## src/rtl/pifo_multi_queue_bypass_arbiter_pkg.sv

```systemverilog
// pifo_pkg: PIFO entry field layout {valid, overflow, rank, addr} and unpack helper.
// Revision: 1.0
`default_nettype none
package pifo_pkg;
  localparam int PIFO_RANK_W = 18;
  localparam int BUF_ADDR_W  = 12;
  localparam int INFO_W      = 2 + PIFO_RANK_W + BUF_ADDR_W;

  typedef struct packed {
    logic                   valid;
    logic                   overflow;
    logic [PIFO_RANK_W-1:0] rank;
    logic [BUF_ADDR_W-1:0]  addr;
  } pifo_info_t;

  function automatic pifo_info_t pifo_unpack(input logic [INFO_W-1:0] raw);
    return pifo_info_t'(raw);
  endfunction
endpackage
`default_nettype wire

```

## src/rtl/pifo_multi_queue_bypass_arbiter_gpfc_pause_tracker.sv

```systemverilog
// gpfc_pause_tracker: one queue's GPFC pause flag, pause rank and expiry timer.
// Revision: 1.0
`default_nettype none
module gpfc_pause_tracker #(
  parameter int PIFO_RANK_WIDTH = 18,
  parameter int PAUSE_TIMEOUT   = 1024
) (
  input  logic                       clk,
  input  logic                       rstn,
  input  logic                       pause_set,
  input  logic                       resume,
  input  logic [PIFO_RANK_WIDTH-1:0] pause_rank,
  output logic                       paused,
  output logic [PIFO_RANK_WIDTH-1:0] rank
);
  localparam int TIMER_WIDTH = (PAUSE_TIMEOUT > 1) ? $clog2(PAUSE_TIMEOUT + 1) : 1;
  localparam logic [TIMER_WIDTH-1:0] TIMER_LOAD = TIMER_WIDTH'(PAUSE_TIMEOUT);

  logic [TIMER_WIDTH-1:0] timer;

  // A fresh pause outranks both resume and expiry in the same cycle.
  always_ff @(posedge clk) begin
    if (!rstn) begin
      paused <= 1'b0;
      rank   <= '0;
      timer  <= '0;
    end else if (pause_set) begin
      paused <= 1'b1;
      rank   <= pause_rank;
      timer  <= TIMER_LOAD;
    end else if (resume) begin
      paused <= 1'b0;
      timer  <= '0;
    end else if (paused && (PAUSE_TIMEOUT != 0)) begin
      timer <= timer - 1'b1;
      if (timer == TIMER_WIDTH'(1)) paused <= 1'b0;
    end
  end
endmodule
`default_nettype wire

```

## src/rtl/pifo_multi_queue_bypass_arbiter.sv

```systemverilog
// pifo_multi_queue_bypass_arbiter: per-packet calendar bypass decision for NUM_QUEUES queues sharing one PIFO root.
// Revision: 1.0
`default_nettype none
module pifo_multi_queue_bypass_arbiter
  import pifo_pkg::*;
#(
  parameter int NUM_QUEUES        = 4,
  parameter int QID_WIDTH         = 2,
  parameter int BUFFER_ADDR_WIDTH = 12,
  parameter int PIFO_RANK_WIDTH   = 18,
  parameter int INFO_WIDTH        = 32,
  parameter int PAUSE_TIMEOUT     = 1024,
  parameter int OUTPUT_SYNC       = 1,
  parameter int STAT_WIDTH        = 32
) (
  input  logic                             clk,
  input  logic                             rstn,
  input  logic                             s_axis_valid,
  output logic                             s_axis_ready,
  input  logic [QID_WIDTH-1:0]             s_axis_qid,
  input  logic [INFO_WIDTH-1:0]            s_axis_pifo_info,
  input  logic [NUM_QUEUES*INFO_WIDTH-1:0] s_axis_calendar_tops,
  input  logic [NUM_QUEUES-1:0]            s_axis_global_overflow,
  input  logic                             s_axis_gpfc_valid,
  input  logic [QID_WIDTH-1:0]             s_axis_gpfc_qid,
  input  logic                             s_axis_gpfc_resume,
  input  logic [PIFO_RANK_WIDTH-1:0]       s_axis_gpfc_pause_rank,
  output logic                             m_axis_valid,
  input  logic                             m_axis_ready,
  output logic                             m_axis_bypass_en,
  output logic [QID_WIDTH-1:0]             m_axis_qid,
  output logic [INFO_WIDTH-1:0]            m_axis_pifo_info,
  output logic                             m_axis_qid_err,
  input  logic                             stat_clear,
  output logic [STAT_WIDTH-1:0]            stat_total,
  output logic [STAT_WIDTH-1:0]            stat_bypass
);
  logic [NUM_QUEUES-1:0]      paused_vec;
  logic [PIFO_RANK_WIDTH-1:0] pause_rank_vec [NUM_QUEUES];

  for (genvar q = 0; q < NUM_QUEUES; q++) begin : g_pause
    logic hit;
    assign hit = s_axis_gpfc_valid && (s_axis_gpfc_qid == QID_WIDTH'(q));
    gpfc_pause_tracker #(
      .PIFO_RANK_WIDTH (PIFO_RANK_WIDTH),
      .PAUSE_TIMEOUT   (PAUSE_TIMEOUT)
    ) u_tracker (
      .clk        (clk),
      .rstn       (rstn),
      .pause_set  (hit && !s_axis_gpfc_resume),
      .resume     (hit && s_axis_gpfc_resume),
      .pause_rank (s_axis_gpfc_pause_rank),
      .paused     (paused_vec[q]),
      .rank       (pause_rank_vec[q])
    );
  end

  logic                       qid_err;
  logic [INFO_WIDTH-1:0]      top_raw;
  logic                       q_epoch;
  logic                       q_paused;
  logic [PIFO_RANK_WIDTH-1:0] q_rank;
  pifo_info_t                 info;
  pifo_info_t                 top;
  logic                       base;
  logic                       decision;
  logic                       accept;
  logic                       unused_addr_bits;

  // Extra MSB keeps NUM_QUEUES representable when it equals 2**QID_WIDTH.
  assign qid_err = {1'b0, s_axis_qid} >= (QID_WIDTH + 1)'(NUM_QUEUES);

  always_comb begin
    top_raw  = '0;
    q_epoch  = 1'b0;
    q_paused = 1'b0;
    q_rank   = '0;
    for (int q = 0; q < NUM_QUEUES; q++) begin
      if (s_axis_qid == QID_WIDTH'(q)) begin
        top_raw  = s_axis_calendar_tops[q*INFO_WIDTH +: INFO_WIDTH];
        q_epoch  = s_axis_global_overflow[q];
        q_paused = paused_vec[q];
        q_rank   = pause_rank_vec[q];
      end
    end
  end

  assign info = pifo_unpack(s_axis_pifo_info);
  assign top  = pifo_unpack(top_raw);
  assign unused_addr_bits = ^{info.addr, top.addr};

  // Differing epoch bits: the entry is earlier only if it sits in the current epoch.
  assign base = !top.valid ||
                ((info.overflow != top.overflow) ? (info.overflow == q_epoch)
                                                 : (info.rank < top.rank));
  assign decision = info.valid && !qid_err && base && !(q_paused && (info.rank >= q_rank));
  assign accept   = s_axis_valid && s_axis_ready;

  if (OUTPUT_SYNC != 0) begin : g_sync
    assign s_axis_ready = !m_axis_valid || m_axis_ready;
    always_ff @(posedge clk) begin
      if (!rstn) begin
        m_axis_valid     <= 1'b0;
        m_axis_bypass_en <= 1'b0;
        m_axis_qid       <= '0;
        m_axis_pifo_info <= '0;
        m_axis_qid_err   <= 1'b0;
      end else if (s_axis_ready) begin
        m_axis_valid <= s_axis_valid;
        if (s_axis_valid) begin
          m_axis_bypass_en <= decision;
          m_axis_qid       <= s_axis_qid;
          m_axis_pifo_info <= s_axis_pifo_info;
          m_axis_qid_err   <= qid_err;
        end
      end
    end
  end else begin : g_comb
    assign s_axis_ready     = m_axis_ready;
    assign m_axis_valid     = s_axis_valid;
    assign m_axis_bypass_en = decision;
    assign m_axis_qid       = s_axis_qid;
    assign m_axis_pifo_info = s_axis_pifo_info;
    assign m_axis_qid_err   = qid_err;
  end

  always_ff @(posedge clk) begin
    if (!rstn || stat_clear) begin
      stat_total  <= '0;
      stat_bypass <= '0;
    end else if (accept) begin
      if (stat_total != '1) stat_total <= stat_total + 1'b1;
      if (decision && (stat_bypass != '1)) stat_bypass <= stat_bypass + 1'b1;
    end
  end
endmodule
`default_nettype wire

```

## config.mk

```make
export PLATFORM = sky130hd
export DESIGN_NAME = pifo_multi_queue_bypass_arbiter
export DESIGN_NICKNAME = d
export VERILOG_FILES = /design/src/rtl/pifo_multi_queue_bypass_arbiter_pkg.sv /design/src/rtl/pifo_multi_queue_bypass_arbiter_gpfc_pause_tracker.sv /design/src/rtl/pifo_multi_queue_bypass_arbiter.sv
export SDC_FILE = /design/constraint.sdc
export NUM_CORES = 1
export LEC_CHECK = 0
export ABC_CLOCK_PERIOD_IN_PS = 6500
export CAP_MARGIN = 20
export CORE_MARGIN = 1
export CORE_UTILIZATION = 47
export DETAILED_ROUTE_END_ITERATION = 6
export MAX_ROUTING_LAYER = met4
export PLACE_DENSITY_LB_ADDON = 0.3
export SYNTH_ARGS = -nofsm -noshare
export SYNTH_HDL_FRONTEND = slang
export SYNTH_HIERARCHICAL = 1
export SYNTH_SLANG_ARGS = --single-unit
```

## constraint.sdc

```tcl
create_clock -name clk -period 6.5 [get_ports clk]
set_clock_uncertainty 0.05 [all_clocks]
set_input_delay 1.625 -clock clk [delete_from_list [all_inputs] [get_ports clk]]
set_output_delay 1.625 -clock clk [all_outputs]
set_load 0.03 [all_outputs]
```

# Yosys cells after proc, flatten, opt, wreduce, memory -nomap -nowiden
# Index checks and enable logic that the tools add are counted.
# totals
elab_cells	128
regBits	220
input_bits	193
# classes
bitwise_logic	1
addsub	6
n_eq_ne	14
n_lt_le_gt_ge	2
muxes	45
reduce_logical	38
# ops
cell	count
11-bit two-way mux	12
32-bit two-way mux	4
18-bit two-way mux	4
32-bit by 1-bit adder with 32-bit output (second input constant)	2
32-bit != test (second input constant)	2
11-bit by 1-bit equality test with 1-bit output (second input constant)	4
11-bit by 1-bit subtractor with 11-bit output (second input constant)	4
1-bit two-way mux	25
18-bit greater-or-equal comparator	1
18-bit less-than comparator	1
1-bit logical AND	17
3-bit nonzero test	4
3-bit OR reduction	4
2-bit equality test (second input constant)	4
2-bit AND reduction	3
1-bit logical NOT	5
2-bit by 1-bit equality test with 1-bit output (second input constant)	2
2-bit logical NOT	2
1-bit logical OR	3
1-bit equality test	1
1-bit != test	1
1-bit inverter	1

# Longest topological paths before layout
# logic_depth
depth_word	12
mapped_depth	15
mapped_depth_nobuf	10

# By module
# Netlist, hierarchy kept.
# by_module_without_submodules
module	cells_each	area_each_um2	seq_area_each_um2	instances
pifo_multi_queue_bypass_arbiter	748	6525.0	2001.9	1
gpfc_pause_tracker	123	1270.0	600.6	4

# Worst setup path before layout
# Ideal clock, no wire load.
# synth_timing
kind	input-to-reg
start	input port s_axis_qid[0]
end	register stat_bypass[23]
arrival_ns	4.981
slack_ns	1.410
n_path_buf	4
path_stages	13
path_cell_list	buf_6 -> buf_2 -> buf_1 -> mux4_2 -> inv_1 -> ha_1 -> a211oi_1 -> nor2_1 -> o41ai_2 -> clkbuf_1 -> nand4_1 -> or4_1 -> nand2_1
# synth_between
elab_chain_cells	12
word_cells_on_any_way	33
# synth_rtl
item	line	source
from (decl)	pifo_multi_queue_bypass_arbiter.sv:20	input logic [QID_WIDTH-1:0] s_axis_qid,
2-bit logical NOT	pifo_multi_queue_bypass_arbiter.sv:79	if (s_axis_qid == QID_WIDTH'(q)) begin
32-bit two-way mux or 1-bit two-way mux (tied branches) (4 in a row)	pifo_multi_queue_bypass_arbiter.sv:79	
18-bit less-than comparator (tied with other cells)	pifo_multi_queue_bypass_arbiter.sv:95	: (info.rank < top.rank));
1-bit two-way mux	pifo_multi_queue_bypass_arbiter.sv:94	((info.overflow != top.overflow) ? (info.overflow == q_epoch)
1-bit logical OR	pifo_multi_queue_bypass_arbiter.sv:93	assign base = !top.valid ||
1-bit logical AND	pifo_multi_queue_bypass_arbiter.sv:96	assign decision = info.valid && !qid_err && base && !(q_paused && (info.rank >= q_rank));
1-bit logical AND *	pifo_multi_queue_bypass_arbiter.sv:96	
1-bit logical AND *	pifo_multi_queue_bypass_arbiter.sv:133	if (decision && (stat_bypass != '1)) stat_bypass <= stat_bypass + 1'b1;
2-bit AND reduction (no source line) *	--	
to (signal assigned)	pifo_multi_queue_bypass_arbiter.sv:133	
to (decl)	pifo_multi_queue_bypass_arbiter.sv:36	output logic [STAT_WIDTH-1:0] stat_bypass
# Every way passes the cells marked *; elsewhere a longest branch is shown, timed or not.
# A chain may end at the register's enable or synchronous reset.

# Worst setup path after layout
# layout_timing
start	input port s_axis_qid[0]
end	register stat_bypass[28]
# Same word-level chain as after synthesis.

==> flow_metrics.env <==
export IMPL_status="finished, final reports clean"
export IMPL_grtUsageTotal_pct=25.04
export IMPL_p_leak_nw=5.267
export IMPL_power_density_mw_per_mm2=212.5
export IMPL_worstPathCellList="buf_2 > buf_4 > mux4_2 > ha_1 > nand2b_1 > a21oi_1 > nor3_1 > o41ai_2 > buf_4 > o211ai_2 > buf_4 > or3_1 > a21oi_1"
export IMPL_layout_setup_ws_ns=1.489
export IMPL_crit_required_ns=6.90
export IMPL_synth_common_cells="dfxtp_1, nand2_1, mux2i_1, nor2b_1, nor2_1"
export IMPL_postCtsResizedCells=0
export IMPL_maxCapViolations=0
export IMPL_criticalPathCategory="in -> reg"
export IMPL_num_vias=10112
export IMPL_cp_arrival_ns=5.41
export IMPL_crit_slowest_cell="buf_2"
export IMPL_drt_initial_drc_count=582
export IMPL_relSlewSlack_pct=30.67
export IMPL_ant_nets=0
export IMPL_port_buffers=245
export IMPL_synth_edff_count=0
export IMPL_slew_viol_final=0
export IMPL_globalplace_congestion=0.8727
export IMPL_antenna_found_initial=2
export IMPL_path_clk_slew_ns=0.06
export IMPL_place_ws_ns=0.9029
export IMPL_setup_tns_ns=0
export IMPL_post_cts_setup_buffers=0
export IMPL_ys_ff_latch=220
export IMPL_ys_warn_count=6
export IMPL_cts_tree="done"
export IMPL_cp_start_kind="input port"
export IMPL_wl_per_cell_um=17.45
export IMPL_ys_seq_area_share_pct=37.95
export IMPL_drive_gt1_share_pct=9.595
export IMPL_cp_end_kind="flop"
export IMPL_htree_levels=1
export IMPL_rsz0062_at_grt="false"
export IMPL_cp_max_fo=22
export IMPL_syn_inst=1240
export IMPL_drt_pass1_iter_count=6
export IMPL_whs_ns=0.4113
export IMPL_grt_remaining_overflow=0
export IMPL_hold_end="m_axis_pifo_info[14]"
export IMPL_vias_per_cell=5.593
export IMPL_fp_dieArea_mm2=0.02532
export IMPL_post_synth_top_count_cell="dfxtp_1"
export IMPL_timing_fmax_ghz=0.1995
export IMPL_ys_async_sr_fraction_pct=0
export IMPL_min_path_type="reg -> reg"
export IMPL_tightestPinTransition_ns=1.035
export IMPL_synthesis_area_mm2=0.01160
export IMPL_drc=0
export IMPL_num_io_pins=295
export IMPL_ys_flop_type="dfxtp_1"
export IMPL_num_rows=57
export IMPL_finalCritPeriodShare_pct=77.10
export IMPL_critPathMaxStageDelay_ns=0.61
export IMPL_fp_dieW_um=159.1
export IMPL_ff2ff_path_depth=11
export IMPL_insertion_delay_ns=0.52
export IMPL_irDropWorstVdd_v=0.0001669
export IMPL_clock_path_buffers=3
export IMPL_initial_core_util_pct=47.86
export IMPL_rr_endpoint="stat_bypass[28]"
export IMPL_layout_min_cycle_time_ns=5.011
export IMPL_cts_buffers=25
export IMPL_timing_rr_start="g_pause[3].u_tracker/rank[7]"
export IMPL_min_from="m_axis_pifo_info[14]"
export IMPL_routed_wl_mm=31.56
export IMPL_syn_nets=1478
export IMPL_hold_buffers=0
export IMPL_synth_top_cell_by_area="dfxtp_1"
export IMPL_hold_depth=2
export IMPL_grt_pass1_wl_mm=50.25
export IMPL_place_detailed_hpwl_mm=22.93
export IMPL_cpMostUsedCell="buf_4"
export IMPL_core_mm2=0.02425
export IMPL_numClockSinks=220
export IMPL_grt_pass1_vias=9643
export IMPL_yosysUniqueCellTypes=57
export IMPL_areaGrowthSynthToFinish_pct=30.49
export IMPL_synth_area_top_cells="dfxtp_1, mux4_2, mux2i_1"
export IMPL_rrSetupSlack_ns=3.24
export IMPL_die_h_um=159.1
export IMPL_syn_avg_cell_area_um2=9.359
export IMPL_root_buffer="clkbuf_16"
export IMPL_grt_max_degree=99
export IMPL_finalHoldViolCount=0
export IMPL_nets=1702
export IMPL_setup_violations=0
export IMPL_netlist_area_leader_share_pct=37.95
==> kinds of logic after synthesis <==
family	count (synthesis)	synth area share (%)
DFF	220	37.95
xor gates and xnor gates	42	3.170
adders and majority gates	45	4.852
AOI/OAI and AO/OA	185	10.86
other	1	0.03231
and+or+nand+nor	514	24.59
buffers and inverters	116	4.140
muxes	117	14.40
==> area by class of cell <==
type	instances	area [um^2]
diodes	4	10.01
clock buffers	35	703.2
inverters	49	183.9
well taps	324	405.4
multi-input cells	904	6750
clock inverters	8	77.57
repair buffers	264	2609
fillers	2029	9105
flip-flops and latches	220	4404
==> report_power, final <==
part / switching [W] / internal (W)
sequential: 0.0000301 / 0.00139
combinational: 0.000223 / 0.000227
clock: 0.000560 / 0.000792
total: 0.000813 / 0.00241
==> metrics by stage <==
step           instances  utilization [%]  total power (W)  area (um^2)
2_1_floorplan       1240                -         0.001696        11600
3_3_place_gp        1759            59.06         0.001883        14320
3_5_place_dp        1759            59.06         0.001894        14320
4_1_cts             1802            62.28         0.003244        15100
5_1_grt             1807            62.44         0.003343        15140
6_report            1808            62.45         0.003219        15140
==> metal layers <==
metal / global-route usage, % / part of all wire [%]
met1: 30.73 / 43
met2: 43.00 / 49
met3: 3.595 / 5.6
met4: 6.600 / 2.3
met5: - / 0
==> worst max path at each step <==
| stage | startpoint | end | slack, ns |
|---|---|---|---|
| after global placement | s_axis_qid[0] | stat_bypass[26] | 0.98 |
| after CTS | s_axis_qid[0] | stat_bypass[26] | 1.43 |
| after floorplan | s_axis_qid[0] | stat_bypass[23] | 1.41 |
| after global routing | s_axis_qid[0] | stat_bypass[26] | 1.15 |
| after detailed placement | s_axis_qid[0] | stat_bypass[28] | 0.90 |
| final | s_axis_qid[0] | stat_bypass[28] | 1.49 |
==> flip-flops by register name, summed over array words and instances, names as in the netlist <==
name                      cells
g_pause.u_tracker/paused      4
g_pause.u_tracker/rank       72
g_pause.u_tracker/timer      44
m_axis_bypass_en              1
m_axis_pifo_info             32
m_axis_qid                    2
m_axis_valid                  1
stat_bypass                  32
stat_total                   32
==> cell usage in the layout (no fill, tap or decap), drive strengths merged, types with 15 or more instances in the layout <==
master and count:
clkdlybuf4s50 242, dfxtp 220, nand2 118, mux2i 77, nor2b 77, nor2 69
inv 51, a21oi 50, nand3 45, ha 45, mux4 40, a21boi 36
nand4 35, clkbuf 35, or4 33, o21ai 26, xor2 23, or3 23
buf 22, and3 19, xnor2 19, o31ai 19, nand2b 18, nor3 15
==> worst max-delay path: cells and delay by family <==
kind	cells	cell delay, ns
buf+inv	4	1.48
simple gates	3	0.57
fa+ha+maj	1	0.28
compound gates	4	0.91
mux	1	0.51
Note: power is estimated with default switching activity, not from simulation.
==> RTL edit (same settings) <==
`NUM_QUEUES`: 4 -> 2.
--- a/src/rtl/pifo_multi_queue_bypass_arbiter.sv
+++ b/src/rtl/pifo_multi_queue_bypass_arbiter.sv
@@ -5,5 +5,5 @@
   import pifo_pkg::*;
 #(
-  parameter int NUM_QUEUES        = 4,
+  parameter int NUM_QUEUES        = 2,
   parameter int QID_WIDTH         = 2,
   parameter int BUFFER_ADDR_WIDTH = 12,
Interface: changed (resized s_axis_calendar_tops and s_axis_global_overflow); port bits go from 295 to 229. The function was not compared with the original's and may differ.
==> RTL edit against the original RTL <==
  * Via count shrank 22%
  * Setup slack better by 0.023 ns
  * Highest routed layer unchanged
  * Sequential cell count fell by 59
  * Global-route usage shrank 1.0 points
  * Maximum frequency grew 0.46%
  * Power shrank 27%
  * Synthesized area down 25%
  * Critical endpoint is now stat_bypass[9]$_SDFFE_PP0P_
  * Combinational power down 31%
  * Final area down 24%
  * Wire length shrank 30%
==> RTL edit: results (changes against the original RTL) <==
Global routing
  – Initial antenna violation count: 0 (-2)
  – First-pass GRT wire length: 36,610 um (-27%)
  – Total GRT Usage: 24.04% (-1.0 points)

Final layout
  – Filler Cell Count: 1,534 (-24%)
  – Max reg flops: 36 (-50%)
  – Nets: 1,363 (-20%)
  – Share of layout cells above drive strength 1: 8.940% (-0.65 points)

Detailed routing
  – First drt pass iteration count: 5 (-1)
  – Initial DRC count: 515 (-12%)
  – Drt wl/cell: 15.40 um (-12%)
  – Vias per cell: 5.514 (-1.4%)

Synthesis
  – Distinct cell type count after synthesis: 59 (+3.5%)
  – Synthesized Nets: 1,182 (-20%)
  – Largest cells by area after synthesis: dfxtp_1 (37%), mux2i_1 (9.1%), ha_1 (5.9%), nand2_1 (5.8%), a21boi_0 (3.1%)
  – Cells after Synth: 1,014 (-18%)
  – Sequential area share after synthesis: 37.07% (-0.88 points)
  – Synth cell count leaders: dfxtp_1 (161), nand2_1 (134), mux2i_1 (79)

Worst hold path
  – Min-delay src: m_axis_pifo_info[8]$_SDFFE_PN0P_
  – Hold Path Sink: m_axis_pifo_info[8]$_SDFFE_PN0P_

Clock network
  – CTS max path bufs: 2 (-1)
  – Worst-Skew Late Latency: 0.43 ns (-0.09 ns)

STA
  – Hold_ws: 0.4125 ns (+0.001204 ns)
  – Worst-margin pin slew: 0.9732 ns (-0.06201 ns)

Run status
  – Status: completed

Power and ir drop
  – Leakage power total: 3.962 nW (-25%)
  – VDD IR-drop max: 0.0001920 V (+15%)

Placement
  – Post-DP HPWL: 15,810 um (-31%)
  – IO buf count: 204 (-17%)
  – Final RePlAce weighted congestion: 0.8579 (-1.7%)

Worst setup path
  – Crit path arrival time: 5.28 ns (-0.13 ns)
  – Crit path max fanout: 26 (+18%)
  – Reg2reg start: g_pause[0].u_tracker/rank[3]$_SDFFE_PN0P_
RTL edit: worst max-delay path by stage:
stage                     slack (ns)  cells past startpoint          start                      endpoint
after CTS                       1.58                     12  s_axis_qid[0]   stat_bypass[4]$_SDFFE_PP0P_
after global placement          1.19                     11  s_axis_qid[1]  stat_bypass[31]$_SDFFE_PP0P_
after detailed placement        1.15                     11  s_axis_qid[1]   stat_bypass[4]$_SDFFE_PP0P_
after global routing            1.24                     12  s_axis_qid[0]   stat_bypass[9]$_SDFFE_PP0P_
final                           1.51                     11  s_axis_qid[1]   stat_bypass[9]$_SDFFE_PP0P_
after floorplan                 1.41                     15  s_axis_qid[0]  stat_bypass[28]$_SDFFE_PP0P_
RTL edit: metrics by stage:
| step | instance area [sq um] | worst slack [ns] |
|---|---|---|
| after CTS | 11490 | 1.577 |
| after floorplan | 8695 | 1.408 |
| final | 11490 | 1.512 |
| after global placement | 10890 | 1.186 |
| after detailed placement | 10890 | 1.146 |
| after global routing | 11490 | 1.239 |
RTL edit: power by group:
part	switching (W)	total [W]	internal, W
clock network	0.000431	0.00101	0.000582
registers	0.0000172	0.00103	0.00101
logic	0.000156	0.000310	0.000154
total	0.000604	0.00235	0.00175
RTL edit: kinds of logic (layout without fill, tap and decap cells):
| family | count (synthesis) | after routing | synth area share [%] |
|---|---|---|---|
| XOR/XNOR | 30 | 30 | 3.022 |
| AO/OA/AOI/OAI | 164 | 164 | 12.25 |
| buffers and inverters | 68 | 262 | 3.267 |
| AND/OR/NAND/NOR | 469 | 469 | 29.10 |
| flip-flops | 161 | 161 | 37.07 |
| multiplexers | 81 | 81 | 9.397 |
| adder cells (fa/ha/maj) | 41 | 41 | 5.900 |
RTL edit: metal layers:
metal	up-vias	global-route usage (%)	part of all wire [%]	routed length [um]
li1	4010	-	-	-
met1	3688	31.04	47	10430
met2	203	38.63	47	10400
met3	23	3.949	4.4	970
met4	0	6.883	1.5	329
met5	-	-	0	0
RTL edit: critical path: stages:
cell,delay [ns]
clkdlybuf4s50_1,0.51
or2_2,0.34
ha_1,0.29
a211o_1,0.29
a21oi_1,0.15
o21ai_0,0.15
a221o_1,0.41
a32o_1,0.54
buf_4,0.31
nor4_1,0.37
mux2i_1,0.28
RTL edit: area by class of cell:
| class | instances | share of cell area, % |
|---|---|---|
| inverter | 14 | 0.4575 |
| sequential | 161 | 28.06 |
| tap | 229 | 2.495 |
| clock inverter | 14 | 1.329 |
| timing repair buffer | 216 | 18.58 |
| clock buffer | 18 | 3.824 |
| multi-input combinational | 785 | 45.25 |
